### config.mk
export PLATFORM = sky130hd
export DESIGN_NAME = codifica_hamming_serial_flat
export DESIGN_NICKNAME = d
export VERILOG_FILES = /design/src/rtl/codifica_hamming_serial_if.sv /design/src/rtl/codifica_hamming_serial.sv /design/src/flat_wrapper.sv
export SDC_FILE = /design/constraint.sdc
export NUM_CORES = 1
export LEC_CHECK = 0
export BUFFER_PORTS_ARGS = -buffer_cell sky130_fd_sc_hd__buf_4
export CAP_MARGIN = 20
export CORE_MARGIN = 2
export CORE_UTILIZATION = 50
export DETAILED_ROUTE_END_ITERATION = 8
export PLACE_DENSITY = 0.8
export SKIP_LAST_GASP = 1
export SYNTH_ARGS = -nofsm -noshare
export SYNTH_HDL_FRONTEND = slang
export SYNTH_SLANG_ARGS = --single-unit
### constraint.sdc
create_clock -name clk -period 2.65 [get_ports clk]
set_input_delay 0.1325 -clock clk [delete_from_list [all_inputs] [get_ports clk]]
set_output_delay 0.1325 -clock clk [all_outputs]
set_load 0.03 [all_outputs]
### src/rtl/codifica_hamming_serial_if.sv
// Bus between the word source and the Hamming(15,11) serial transmitter.
// Adds erro_pos when HAMMING_INJECAO_ERRO_EN is defined.
interface codifica_hamming_serial_if;
    // Handshake: a word transfers on a rising edge where entrada_valida && pronto;
    // the source holds entrada stable until then, and pronto never depends on entrada_valida.
    logic [10:0] entrada;
    logic        entrada_valida;
    logic        pronto;
    logic [14:0] palavra;
    logic        saida_serial;
    logic        saida_valida;
    logic        saida_inicio;
    logic        ocupado;
    logic        estado_dbg;
`ifdef HAMMING_INJECAO_ERRO_EN
    logic [3:0]  erro_pos;
`endif

    modport master (
`ifdef HAMMING_INJECAO_ERRO_EN
        output erro_pos,
`endif
        output entrada, entrada_valida,
        input  pronto, palavra, saida_serial, saida_valida, saida_inicio, ocupado, estado_dbg
    );

    modport slave (
`ifdef HAMMING_INJECAO_ERRO_EN
        input  erro_pos,
`endif
        input  entrada, entrada_valida,
        output pronto, palavra, saida_serial, saida_valida, saida_inicio, ocupado, estado_dbg
    );
endinterface

### src/rtl/codifica_hamming_serial.sv
// Hamming(15,11) encoder that shifts the codeword out one bit per clock with a frame-start flag.
// Optional macro HAMMING_INJECAO_ERRO_EN adds erro_pos to flip one codeword bit at handshake.
module codifica_hamming_serial #(
    parameter int LSB_PRIMEIRO = 1
) (
    input logic                        clk,
    input logic                        rst,
    codifica_hamming_serial_if.slave   bus
);
    typedef enum logic {OCIOSO = 1'b0, ENVIANDO = 1'b1} estado_t;

    estado_t     estado_q;
    logic [3:0]  cont_q;
    logic [3:0]  cont_d;
    logic [14:0] palavra_q;
    logic [14:0] palavra_d;
    logic        serial_q;
    logic        valida_q;
    logic        inicio_q;
    logic        aceita;
    logic [10:0] d;

    assign d = bus.entrada;

    // Codeword index i carries Hamming position i+1; parity at indices 0, 1, 3, 7.
    always_comb begin
        palavra_d     = '0;
        palavra_d[0]  = d[0] ^ d[1] ^ d[3] ^ d[4] ^ d[6] ^ d[8] ^ d[10];
        palavra_d[1]  = d[0] ^ d[2] ^ d[3] ^ d[5] ^ d[6] ^ d[9] ^ d[10];
        palavra_d[2]  = d[0];
        palavra_d[3]  = d[1] ^ d[2] ^ d[3] ^ d[7] ^ d[8] ^ d[9] ^ d[10];
        palavra_d[4]  = d[1];
        palavra_d[5]  = d[2];
        palavra_d[6]  = d[3];
        palavra_d[7]  = d[4] ^ d[5] ^ d[6] ^ d[7] ^ d[8] ^ d[9] ^ d[10];
        palavra_d[14:8] = d[10:4];
`ifdef HAMMING_INJECAO_ERRO_EN
        for (int i = 0; i < 15; i++) begin
            if (bus.erro_pos == 4'(i + 1)) palavra_d[i] = ~palavra_d[i];
        end
`endif
    end

    function automatic logic bit_serial(input logic [14:0] p, input logic [3:0] c);
        if (LSB_PRIMEIRO != 0) return p[c];
        else                   return p[4'd14 - c];
    endfunction

    assign cont_d = cont_q + 4'd1;
    assign bus.pronto = (estado_q == OCIOSO) || (estado_q == ENVIANDO && cont_q == 4'd14);
    assign aceita     = bus.entrada_valida && bus.pronto;

    always_ff @(posedge clk) begin
        if (rst) begin
            estado_q  <= OCIOSO;
            cont_q    <= '0;
            palavra_q <= '0;
            serial_q  <= 1'b0;
            valida_q  <= 1'b0;
            inicio_q  <= 1'b0;
        end else begin
            case (estado_q)
                OCIOSO: begin
                    if (aceita) begin
                        estado_q  <= ENVIANDO;
                        cont_q    <= '0;
                        palavra_q <= palavra_d;
                        serial_q  <= bit_serial(palavra_d, 4'd0);
                        valida_q  <= 1'b1;
                        inicio_q  <= 1'b1;
                    end
                end
                ENVIANDO: begin
                    if (aceita) begin
                        // Back-to-back frame: the first bit of the new word follows the last bit directly.
                        cont_q    <= '0;
                        palavra_q <= palavra_d;
                        serial_q  <= bit_serial(palavra_d, 4'd0);
                        valida_q  <= 1'b1;
                        inicio_q  <= 1'b1;
                    end else if (cont_q >= 4'd14) begin
                        estado_q  <= OCIOSO;
                        cont_q    <= '0;
                        serial_q  <= 1'b0;
                        valida_q  <= 1'b0;
                        inicio_q  <= 1'b0;
                    end else begin
                        cont_q    <= cont_d;
                        serial_q  <= bit_serial(palavra_q, cont_d);
                        inicio_q  <= 1'b0;
                    end
                end
                default: begin
                    estado_q <= OCIOSO;
                    cont_q   <= '0;
                    serial_q <= 1'b0;
                    valida_q <= 1'b0;
                    inicio_q <= 1'b0;
                end
            endcase
        end
    end

    assign bus.palavra      = palavra_q;
    assign bus.saida_serial = serial_q;
    assign bus.saida_valida = valida_q;
    assign bus.saida_inicio = inicio_q;
    assign bus.ocupado      = (estado_q == ENVIANDO);
    assign bus.estado_dbg   = estado_q;
endmodule

### src/flat_wrapper.sv
// flat-port wrapper written by rule: the top's interface ports become plain ports
module codifica_hamming_serial_flat 
#(
    parameter int LSB_PRIMEIRO = 1
)
  (clk, rst, bus_entrada, bus_entrada_valida, bus_pronto, bus_palavra, bus_saida_serial, bus_saida_valida, bus_saida_inicio, bus_ocupado, bus_estado_dbg);
  codifica_hamming_serial_if bus_i ();
  input logic clk;
  input logic rst;
  input wire logic [$bits(bus_i.entrada)-1:0] bus_entrada;
  input wire logic [$bits(bus_i.entrada_valida)-1:0] bus_entrada_valida;
  output wire logic [$bits(bus_i.pronto)-1:0] bus_pronto;
  output wire logic [$bits(bus_i.palavra)-1:0] bus_palavra;
  output wire logic [$bits(bus_i.saida_serial)-1:0] bus_saida_serial;
  output wire logic [$bits(bus_i.saida_valida)-1:0] bus_saida_valida;
  output wire logic [$bits(bus_i.saida_inicio)-1:0] bus_saida_inicio;
  output wire logic [$bits(bus_i.ocupado)-1:0] bus_ocupado;
  output wire logic [$bits(bus_i.estado_dbg)-1:0] bus_estado_dbg;
  assign bus_i.entrada = bus_entrada;
  assign bus_i.entrada_valida = bus_entrada_valida;
  assign bus_pronto = bus_i.pronto;
  assign bus_palavra = bus_i.palavra;
  assign bus_saida_serial = bus_i.saida_serial;
  assign bus_saida_valida = bus_i.saida_valida;
  assign bus_saida_inicio = bus_i.saida_inicio;
  assign bus_ocupado = bus_i.ocupado;
  assign bus_estado_dbg = bus_i.estado_dbg;
  codifica_hamming_serial #(.LSB_PRIMEIRO(LSB_PRIMEIRO)) u_core (.clk(clk), .rst(rst), .bus(bus_i));
endmodule
# Word-level counts from Yosys, hierarchy flattened
# Index checks and enable logic that the tools add are counted.
# word_totals
ff_bits,23
output_inout_bits,21
# op_classes
add_sub_neg,1
order_cmp,2
n_eq_ne,3
mux,20
bitwise,25
n_reduce_logical,4
# ops
op,n
XOR 1 bit,24
2-to-1 mux 15 bit,1
2-to-1 mux 4 bit,3
2-to-1 mux 1 bit,10
case mux 1 bit (2 select lines),4
case mux 4 bit (2 select lines),1
< comparator 4 x 5 -> 1 bit (second input constant),1
adder 4 x 1 -> 4 bit (second input constant),1
binary-select mux 1 bit (select 4 bit),1
equality test 4 bit (second input constant),1
greater-or-equal comparator 4 bit (second input constant),1
!= test 3 bit (second input constant),1
logical AND 1 bit,2
!= test 2 x 1 -> 1 bit (second input constant),1
AND reduction 2 bit,1
logical OR 1 bit,1
inverter 1 bit,1

# Depth between registers and ports, before layout
# Gate-level depths: netlist of the first run.
# depth
word_depth,8
mapped_depth,9
mapped_depth_nobuf,7

# Worst setup path before layout of the first run
# Ideal clock, no wire load.
# synth_path
kind,register -> register
from,register u_core.cont_q[0]
to,"register u_core.serial_q, in the netlist u_core.bus.saida_serial"
t_arrival_ns,1.802
path_slack_ns,0.752
stages_incl_launch_ff,9
n_path_buf,1
period_less_slack_ns,1.898
path_cell_list,dfxtp_1 > buf_6 > inv_1 > ha_1 > mux4_2 > nor2_1 > a311o_1 > o2111a_1 > o41ai_2
# synth_via
elab_chain_cells,6
elab_cells_between_ends,12
cone_classes,1 x add/sub; 1 x order compare; 2 x eq/ne; 5 x mux; 3 x reduce/logical
# synth_rtl
element,line_no,text
from (decl),codifica_hamming_serial.sv:13,logic [3:0] cont_q;
from (signal assigned),codifica_hamming_serial.sv:88,cont_q <= cont_d;
adder 4 x 1 -> 4 bit / equality test 4 bit (equally long branches),"codifica_hamming_serial.sv:49, codifica_hamming_serial.sv:50",
binary-select mux 1 bit (select 4 bit) / logical AND 1 bit (equally long branches),"codifica_hamming_serial.sv:45, codifica_hamming_serial.sv:50",
2-to-1 mux 1 bit (implied by the code) / logical OR 1 bit (equally long branches),"codifica_hamming_serial.sv:45, codifica_hamming_serial.sv:50",
2-to-1 mux 1 bit / logical AND 1 bit (equally long branches),"codifica_hamming_serial.sv:81, codifica_hamming_serial.sv:51",
2-to-1 mux 1 bit,codifica_hamming_serial.sv:74,if (aceita) begin
case mux 1 bit (2 select lines),codifica_hamming_serial.sv:62,case (estado_q)
to (signal assigned),codifica_hamming_serial.sv:68,"serial_q <= bit_serial(palavra_d, 4'd0);"
to (signal assigned),codifica_hamming_serial.sv:78,"serial_q <= bit_serial(palavra_d, 4'd0);"
to (signal assigned),codifica_hamming_serial.sv:89,"serial_q <= bit_serial(palavra_q, cont_d);"
to (decl),codifica_hamming_serial.sv:17,logic serial_q;
# Several ways; a longest one is shown, not always the timed one. The select of a mux whose other input is x is not followed.
# A chain may end at the register's enable or synchronous reset.

# Worst setup path after layout of the first run
# Same ends and word-level chain as after synthesis.

==> results of run 1 <==
-- layer usage --
layer	wire [µm]	share of wire	track usage	up-vias
met1	1190	0.43	0.286	535
met2	1360	0.49	0.371	35
met4	58	0.021	0.103	0
li1	-	-	-	540
met3	165	0.060	0.0367	8
met5	0	0	0	-
-- critical path, cell delays in order, from the launching register on --
cell,delay [ns]
dfxtp_1,0.57
inv_1,0.08
ha_1,0.37
mux4_2,0.24
nor2_1,0.04
a311o_1,0.33
o2111a_1,0.14
o41ai_2,0.28
-- path summary, 6_finish.rpt --
check | end | cells after the start
max | u_core.bus.saida_serial | 7
min | u_core.bus.palavra[5] | 3
max reg2reg | u_core.bus.saida_serial | 7
min reg2reg | u_core.bus.palavra[12] | 2
-- power by group through the flow --
| stage | Combinational [mW] | Clock [mW] | Sequential (mW) |
|---|---|---|---|
| 4_1_cts | 0.257 | 0.165 | 0.398 |
| 3_5_place_dp | 0.257 | 0 | 0.405 |
| 2_1_floorplan | 0.133 | 0 | 0.442 |
| 6_report | 0.257 | 0.161 | 0.398 |
| 5_1_grt | 0.279 | 0.179 | 0.401 |
| 3_3_place_gp | 0.252 | 0 | 0.404 |
-- state kept, by name, indices dropped and copies added, names as in the netlist --
register / cells
u_core.bus.saida_valida: 1
u_core.bus.estado_dbg: 1
u_core.bus.palavra: 15
u_core.cont_q: 4
u_core.bus.saida_inicio: 1
u_core.bus.saida_serial: 1
-- metrics by stage --
step	util	setup slack [ns]
5_1_grt	0.661	0.343
6_report	0.661	0.499
4_1_cts	0.661	0.510
3_5_place_dp	0.649	0.541
2_1_floorplan	-	0.752
3_3_place_gp	0.649	0.605
-- synthesized netlist by cell type, drive strengths merged, types with 2 or more instances --
cell	n
nor2	10
o21ai	2
ha	2
nand2	35
dfxtp	23
xor2	5
xnor2	15
a21oi	21
inv	5
nand3	3
mux4	3
clkbuf	4
mux2	2
buf	3
nand3b	2
-- cells by family (layout without fill, tap and decap cells) --
| group | Yosys count | in the layout |
|---|---|---|
| AND/OR/NAND/NOR | 51 | 51 |
| adder cells (fa/ha/maj) | 2 | 2 |
| buffers and inverters | 12 | 44 |
| XOR/XNOR | 20 | 20 |
| AO/OA/AOI/OAI | 29 | 29 |
| flip-flops | 23 | 23 |
| multiplexers | 5 | 5 |
-- area by class of cell --
type	count	area [µm²]	share of cell area
Multi-Input combinational cell	107	687	0.461
Sequential cell	23	460	0.309
Timing Repair Buffer	35	263	0.176
Tap cell	28	35.0	0.0235
Clock buffer	4	26.3	0.0176
Inverter	5	18.8	0.0126
==> results.md, run 1 <==
- Path type of the worst min-delay path: primary input to flop
- Synthesized area per cell: 8.49 µm²
- Most area-hungry cell type in the Yosys netlist: dfxtp_1
- Fraction of synthesized cell area taken by the top area cell type: 0.382
- Dominant combinational cell family by area after synthesis: simple AND/OR/NAND/NOR gates
- Run status: complete, no violations
- RSZ-0062 raised after global routing: false
- Fraction of the yosys area taken by sequential cells: 0.382
- Longest Clk Path Bufs: 2
- Maximum clock skew at final layout: 0.00796 ns
- Summed area of non-filler cells in the final layout: 1490 µm²
- Net switching power: 0.275 mW
- Worst Tran Pin Value: 0.571 ns
- Maximum capacitance violations: 0
- Number of nets in the layout: 191
- Yosys cell types: 26
- Total of fill cells in the finished design: 190
- Adder and majority gate portion of the synthesized area: 0.0208
- Syn Nets: 158
- Hold path startpoint: bus_entrada[2]
- Total power: 0.816 mW
- Maximum number of pins on one net before global-route repair: 25
- Type of the worst setup path: flop to flop
- GRT Resource Usage Total: 0.225
- Cell area after synthesis: 1200 µm²
- Worst supply voltage drop on vdd: 0.393 mV
- Leakage: 0.640 nW
- Placed cell count: 198
- Required time of the critical path: 2.87 ns
- Maximum achievable frequency: 465 MHz
- Final setup violation count: 0
- Total number of yosys warnings: 0
- Sequential group share of total power: 0.488
- Most used cells in the layout excluding fill and tap cells: 35 x nand2_1, 35 x buf_4, 23 x dfxtp_1
- Non-filler cells in the finished layout: 202
- Final wirelength: 2770 µm
- Async set-reset flop share out of synthesis: 0
- Starting density of the core: 0.534
- Total of flip-flops plus latches after synthesis: 23
- Half-perimeter wire length of the detailed placement result: 2090 µm
- Standard-cell rows: 17
- Overflow left after global routing: 0
- Avg Vias per Cell: 5.53
- Via total after detailed routing: 1,118
- Cell area reported after detailed placement: 1460 µm²
- Overall die area: 2820 µm²
- Synthesized netlist cell count: 142
- Wire length per cell after detailed routing: 13.7 µm
- CTS tree: yes
- Startpoint of the worst register-to-register path: u_core.cont_q[0]
- Setup bufs post-CTS: 0
- Total negative slack for setup checks: 0 ns
- Antenna violation net count after detailed routing: 0
- Tightest hold margin: 0.0634 ns
- Post-route DRC violation count: 0
- Clk Latency, worst-skew pair: 0.31 ns
- Start point of the critical path: u_core.cont_q[0]
- Initial DRC Count: 24
- Wire length of the first global-routing pass: 4600 µm
- Endpoint arrival time on the critical path: 2.38 ns
- Die Wd: 53.1 µm
- Crit start category: flop
- Clk network pwr share: 0.197
- Total count of hold-check failures in the final report: 0
- Area added between synthesis and finish: 23.7%
- Top flip-flop cell by instance count after synthesis: dfxtp_1
- Number of synthesized flops with an enable pin: 0
- Logic gate share of total power: 0.315
- Hold Buf Count CTS: 0
- Buffer type at the clock tree root: clkbuf_4
- Max-slew violations: 0
- Xor and xnor fraction of the mapped netlist area: 0.152
- Clock transition time at the flip-flop clock pins of the worst setup and hold paths: 0.12 ns
- Post-synthesis compound-gate area fraction: 0.146
- Max_slew headroom: 0.618
- Sw frac: 0.337
- CTS sink count: 23
- Placer's final routability congestion estimate: 0.838
- Crit path capture type: flop
- Crit share post-route: 0.812
- Internal power of the cells: 0.541 mW
- DIE HEIGHT: 53.1 µm
- Register-to-register setup slack: 0.50 ns
- Length of the first detailed-routing pass in iterations: 4
- Fraction of final layout cells sized beyond drive strength 1: 0.247
- Count of cells resized by post-cts repair: 0
- Leading cell types by total area after synthesis: dfxtp_1 38%, nand2_1 11%, xnor2_1 11%
- Crit path max fanout: 10
- Cell area power density: 547 nW/µm²
- Final critical delay including setup and external delays: 2.15 ns
- Number of input and output port buffers inserted: 34
- CTS H-tree lvls: 1
- Count of antenna diodes in the layout: 0
- Top-level I/O count: 35
- Mux cell area share after synthesis: 0.0810
- Num CTS Buffers: 3
- Post-Synth Simple-Gate Area: 0.170
- Core box area: 2250 µm²
- Antenna violations before repair: 0
- Number of global-route vias before repair: 1,012
(Power assumes the default switching activity.)
==> run 2, diff against run 1 <==
CORE_UTILIZATION = 45   (was 50)
PLACE_DENSITY = 0.77   (was 0.8)
clock period = 1.8 ns   (was 2.65 ns; I/O delays follow)
==> run 2 against run 1 <==
  * Die area is 10% higher
  * Register-to-register slack got worse by 0.44 ns
  * Clock skew down 0.0021 ns
  * Sequential power increased by 47%
  * Sequential share of layout area is 1.1 points lower
  * Global-route usage decreased by 2.5 points
  * Core utilization down 3.7 points
  * Non-clock buffer count up 5
  * Worst setup slack got worse by 0.44 ns
  * Critical endpoint unchanged
  * Largest power group unchanged
==> results.md, run 2 (synthesized netlist as in run 1, its figures left out) <==
- Antenna violation net count after detailed routing: 0
- Max_slew headroom: 0.750
- Count of antenna diodes in the layout: 0
- Maximum capacitance violations: 0
- Summed area of non-filler cells in the final layout: 1560 µm²
- Commonest non-fill, non-tap cell in the layout: buf_4
- Post-Place Setup Slack: -0.0705 ns
- Placed cell count: 205
- Die Wd: 55.7 µm
- Leakage: 0.653 nW
- Total of fill cells in the finished design: 215
- Critical Path Slowest Stage Cell: dfxtp_4
- Top-level I/O count: 35
- Tightest hold margin: 0.0311 ns
- Antenna violations before repair: 0
- Cell area reported after detailed placement: 1520 µm²
- Crit share post-route: 0.967
- Final critical delay including setup and external delays: 1.74 ns
- Via total after detailed routing: 1,114
- Setup ws final: 0.0602 ns
- Final wirelength: 3040 µm
- CTS tree: yes
- Overflow left after global routing: 0
- Non-filler cells in the finished layout: 209
- Bufs and invs on worst path: 1
- Crit start category: flop
- Path type of the worst min-delay path: primary input to flop
- Longest Clk Path Bufs: 2
- Crit path cell chain: inv_2 > ha_4 > mux4_2 > mux2_2 > nand2_1 > o2111a_1 > o41ai_2
- Max-slew violations: 0
- Total power: 1.22 mW
- Total count of hold-check failures in the final report: 0
- Post-route DRC violation count: 0
- Endpoint arrival time on the critical path: 1.94 ns
- Wire length of the first global-routing pass: 4950 µm
- Final setup violation count: 0
- CTS H-tree lvls: 1
- Type of the worst setup path: flop to flop
- Required time of the critical path: 2.00 ns
- Avg Vias per Cell: 5.33
- Num CTS Buffers: 3
- Maximum achievable frequency: 575 MHz
- GRT Resource Usage Total: 0.200
- Standard-cell rows: 18
- Fin util: 0.624
- CTS sink count: 23
- Fraction of final layout cells sized beyond drive strength 1: 0.313
- Slowest stage delay, CP: 0.40 ns
- Cell type group with the largest total delay on the critical path: multiplexers
- Clock transition time at the flip-flop clock pins of the worst setup and hold paths: 0.13 ns
- Placer's final routability congestion estimate: 0.838
- Buffer type at the clock tree root: clkbuf_4
- Worst supply voltage drop on vdd: 0.632 mV
- Largest register FFs: 15
- Core box area: 2500 µm²
- Cell area power density: 785 nW/µm²
- Length of the first detailed-routing pass in iterations: 4
- Total negative slack for setup checks: 0 ns
- Worst Tran Pin Value: 0.374 ns
- Maximum number of pins on one net before global-route repair: 25
- Hold Buf Count CTS: 0
- Crit path capture type: flop
- Overall die area: 3110 µm²
- Area added between synthesis and finish: 29.5%
- Number of global-route vias before repair: 1,090
- Clk Latency, worst-skew pair: 0.31 ns
- Wire length per cell after detailed routing: 14.5 µm
- Run status: complete, no violations
- Number of nets in the layout: 196
- Most used cells in the layout excluding fill and tap cells: 39 x buf_4, 34 x nand2_1, 21 x a21oi_1, 21 x dfxtp_1, 15 x xnor2_1
- DIE HEIGHT: 55.7 µm
- Maximum clock skew at final layout: 0.00590 ns
- Half-perimeter wire length of the detailed placement result: 2300 µm
- Initial DRC Count: 27
- Number of input and output port buffers inserted: 34
- Crit path max fanout: 5
- Starting density of the core: 0.482
-- run 2: cell count changes in the layout (fill, tap and decap cells not counted), moves of 2 or more --
cell,delta
buf_4,+4
mux4_2,+2
ha_1,-2
dfxtp_1,-2
mux4_1,-2
-- run 2: final cells by class --
class	instances	area [µm²]	area share
clock buffer	4	26.3	0.0168
inverter	5	18.8	0.0120
sequential	23	465	0.298
multi-input combinational	107	708	0.454
timing repair buffer	40	304	0.195
tap	30	37.5	0.0241
-- run 2: report_power, final --
part | leakage, nW | switching, mW | total [mW] | internal [mW]
Sequential | 0.190 | 0.0384 | 0.585 | 0.547
Clock | 0.0150 | 0.151 | 0.238 | 0.0864
Combinational | 0.448 | 0.224 | 0.402 | 0.178
-- run 2: repair_timing --
| action | 4_1_cts | 5_1_grt |
|---|---|---|
| gates resized for setup | 4 | 5 |
| setup buffers | 0 | 0 |
| endpoints found under the hold margin | 0 | 0 |
| pin swaps | 2 | 0 |
| setup endpoints to repair | 1 | 1 |
-- run 2: per-layer routing --
layer	track usage	vias to the layer above	wire length, µm
met5	0	-	0
met4	0.0836	0	31
met3	0.0279	4	136
met2	0.362	38	1620
met1	0.233	522	1250
li1	-	550	-
-- run 2: worst min-delay path, cell delays in order --
cell and delay (ns):
buf_4 0.12, nand2_1 0.05, a21oi_1 0.05
-- run 2: worst paths after layout --
kind	startpoint	endpoint	slack (ns)	cells past startpoint
worst max-delay path	u_core.cont_q[0]	u_core.bus.saida_serial	0.06	7
worst min-delay path	bus_entrada[7]	u_core.bus.palavra[11]	0.03	3
worst max register to register	u_core.cont_q[0]	u_core.bus.saida_serial	0.06	7
worst min register to register	u_core.bus.palavra[13]	u_core.bus.palavra[13]	0.48	2
==> run 3, diff against run 2 <==
CORE_UTILIZATION = 25   (was 45)
PLACE_DENSITY = 0.49   (was 0.77)
==> run 3 against run 2 <==
  * Count of clock-buffer cells in the layout fell by 1
  * Critical path depth stayed put
  * Non-clock buffer count up 1
  * First-iteration DRC count increased by 100%
  * Register-to-register slack improved by 0.03 ns
  * Fmax rose by 2.0%
  * Flip-flop and latch count is the same
  * Sequential share of layout area fell by 0.90 points
  * Via count hardly changed
  * Final cell count is 12% higher
  * Critical path type unchanged
  * Critical endpoint unchanged
  * Largest power group unchanged
  * Highest routed layer unchanged
==> results.md, run 3 (synthesized netlist as in run 1, its figures left out) <==
- Run status: complete, no violations
- Initial DRC Count: 55
- Overall die area: 5390 µm²
- Starting density of the core: 0.257
- Wire length of the first global-routing pass: 5400 µm
- Cell area power density: 822 nW/µm²
- Path type of the worst min-delay path: primary input to flop
- Clk Latency, worst-skew pair: 0.27 ns
- Post-route DRC violation count: 0
- Core box area: 4690 µm²
- Crit path cell chain: inv_2 > ha_4 > mux4_2 > mux2_2 > nand2_1 > o2111a_1 > o41ai_2
- Final setup violation count: 0
- Max-slew violations: 0
- Maximum achievable frequency: 586 MHz
- Total count of hold-check failures in the final report: 0
- Buffer type at the clock tree root: clkbuf_8
- Hold Buf Count CTS: 0
- Number of input and output port buffers inserted: 34
- Placer's final routability congestion estimate: 0.799
- Top-level I/O count: 35
- Via total after detailed routing: 1,113
- Number of global-route vias before repair: 1,151
- Clock transition time at the flip-flop clock pins of the worst setup and hold paths: 0.09 ns
- Count of antenna diodes in the layout: 0
- Setup ws final: 0.0939 ns
- Register-to-register setup slack: 0.09 ns
- Standard-cell rows: 25
- Largest register FFs: 15
- DIE HEIGHT: 73.4 µm
- Maximum clock skew at final layout: 0.00833 ns
- Cells on Worst Hold Path: 3
- Fin util: 0.343
- CTS sink count: 23
- Wire length per cell after detailed routing: 13.6 µm
- Maximum number of pins on one net before global-route repair: 25
- Bufs and invs on worst path: 1
- CTS tree: yes
- Tightest hold margin: 0.0732 ns
- Die Wd: 73.4 µm
- Crit path max fanout: 5
- Type of the worst setup path: flop to flop
- Startpoint of the worst register-to-register path: u_core.cont_q[0]
- Worst Hold Path EP: u_core.bus.palavra[9]
- Antenna violations before repair: 0
- RSZ-0062 raised after global routing: false
- GRT Resource Usage Total: 0.129
- Endpoint arrival time on the critical path: 1.86 ns
- Final critical delay including setup and external delays: 1.71 ns
- Maximum capacitance violations: 0
- Critical Path Slowest Stage Cell: dfxtp_4
- Post-Place Setup Slack: -0.0290 ns
- Slowest stage delay, CP: 0.38 ns
- Overflow left after global routing: 0
- Hold path startpoint: bus_entrada[5]
- RR Endpoint: u_core.bus.saida_serial
- Commonest non-fill, non-tap cell in the layout: buf_4
- Num CTS Buffers: 3
- Fraction of final layout cells sized beyond drive strength 1: 0.322
- Max_slew headroom: 0.719
- Crit start category: flop
- Antenna violation net count after detailed routing: 0
- Area added between synthesis and finish: 33.5%
- Half-perimeter wire length of the detailed placement result: 2440 µm
- Leakage: 0.664 nW
- Crit share post-route: 0.948
- Non-filler cells in the finished layout: 234
- Longest Clk Path Bufs: 2
- Length of the first detailed-routing pass in iterations: 4
- CTS H-tree lvls: 1
- Avg Vias per Cell: 4.76
- Required time of the critical path: 1.95 ns
- Worst Tran Pin Value: 0.420 ns
- Cell type group with the largest total delay on the critical path: multiplexers
- Final wirelength: 3180 µm
- Crit path capture type: flop
- Number of nets in the layout: 197
- Worst supply voltage drop on vdd: 0.256 mV
- Summed area of non-filler cells in the final layout: 1610 µm²
- Most used cells in the layout excluding fill and tap cells: 40 x buf_4, 34 x nand2_1, 21 x a21oi_1, 21 x dfxtp_1, 15 x xnor2_1
- Placed cell count: 229
- Logic depth of the worst register-to-register path: 7
- Cell area reported after detailed placement: 1550 µm²
run 3: report_power, final:
group          switching, mW  internal (mW)  total, mW
combinational          0.223          0.177      0.399
sequential            0.0372          0.547      0.584
clock                  0.183          0.157      0.339
total                  0.442          0.880       1.32
run 3: cell type report:
type,count,area (µm²)
Timing Repair Buffer,41,312
Fill cell,504,3080
Clock inverter,1,7.51
Tap cell,54,67.6
Clock buffer,3,41.3
Multi-Input combinational cell,107,697
Inverter,5,18.8
Sequential cell,23,465
run 3: how the worst max path moves through the flow:
| stage | startpoint | endpoint | slack, ns | cells after the start |
|---|---|---|---|---|
| 3_5_place_dp | u_core.cont_q[0] | u_core.bus.saida_serial | -0.03 | 6 |
| 5_1_grt | u_core.cont_q[0] | u_core.bus.saida_serial | 0.001 | 7 |
| 4_1_cts | u_core.cont_q[0] | u_core.bus.saida_serial | 0.02 | 6 |
| 3_3_place_gp | u_core.cont_q[0] | u_core.bus.saida_serial | 0.009 | 6 |
| 2_1_floorplan | u_core.cont_q[0] | u_core.bus.saida_serial | -0.01 | 8 |
| 6_report | u_core.cont_q[0] | u_core.bus.saida_serial | 0.09 | 7 |
run 3: metrics by stage:
step | TNS (ns) | power [mW]
floorplan | -0.0138 | 0.850
global placement | 0 | 0.990
detailed placement | -0.0290 | 0.993
CTS | 0 | 1.33
global route | 0 | 1.40
finish | 0 | 1.32
run 3: worst reg2reg max path: cells and delay by family (launching register included):
kind | cells | cell delay [ns]
AOI/OAI and AO/OA | 2 | 0.25
muxes | 2 | 0.56
and+or+nand+nor | 1 | 0.06
DFF | 1 | 0.38
buffers and inverters | 1 | 0.05
adders and majority gates | 1 | 0.29
run 3: timing repair:
item                                    in CTS  in global routing
endpoints found under the setup margin       1                  1
buffers inserted                             1                  0
pin swaps                                    2                  1
gates resized for setup                      3                  5
run 3: layer usage:
layer	vias up	wire, µm	global-route usage
li1	551	-	-
met1	528	1570	0.175
met2	32	1460	0.212
met3	2	129	0.0192
met4	0	24	0.0424
met5	-	0	0
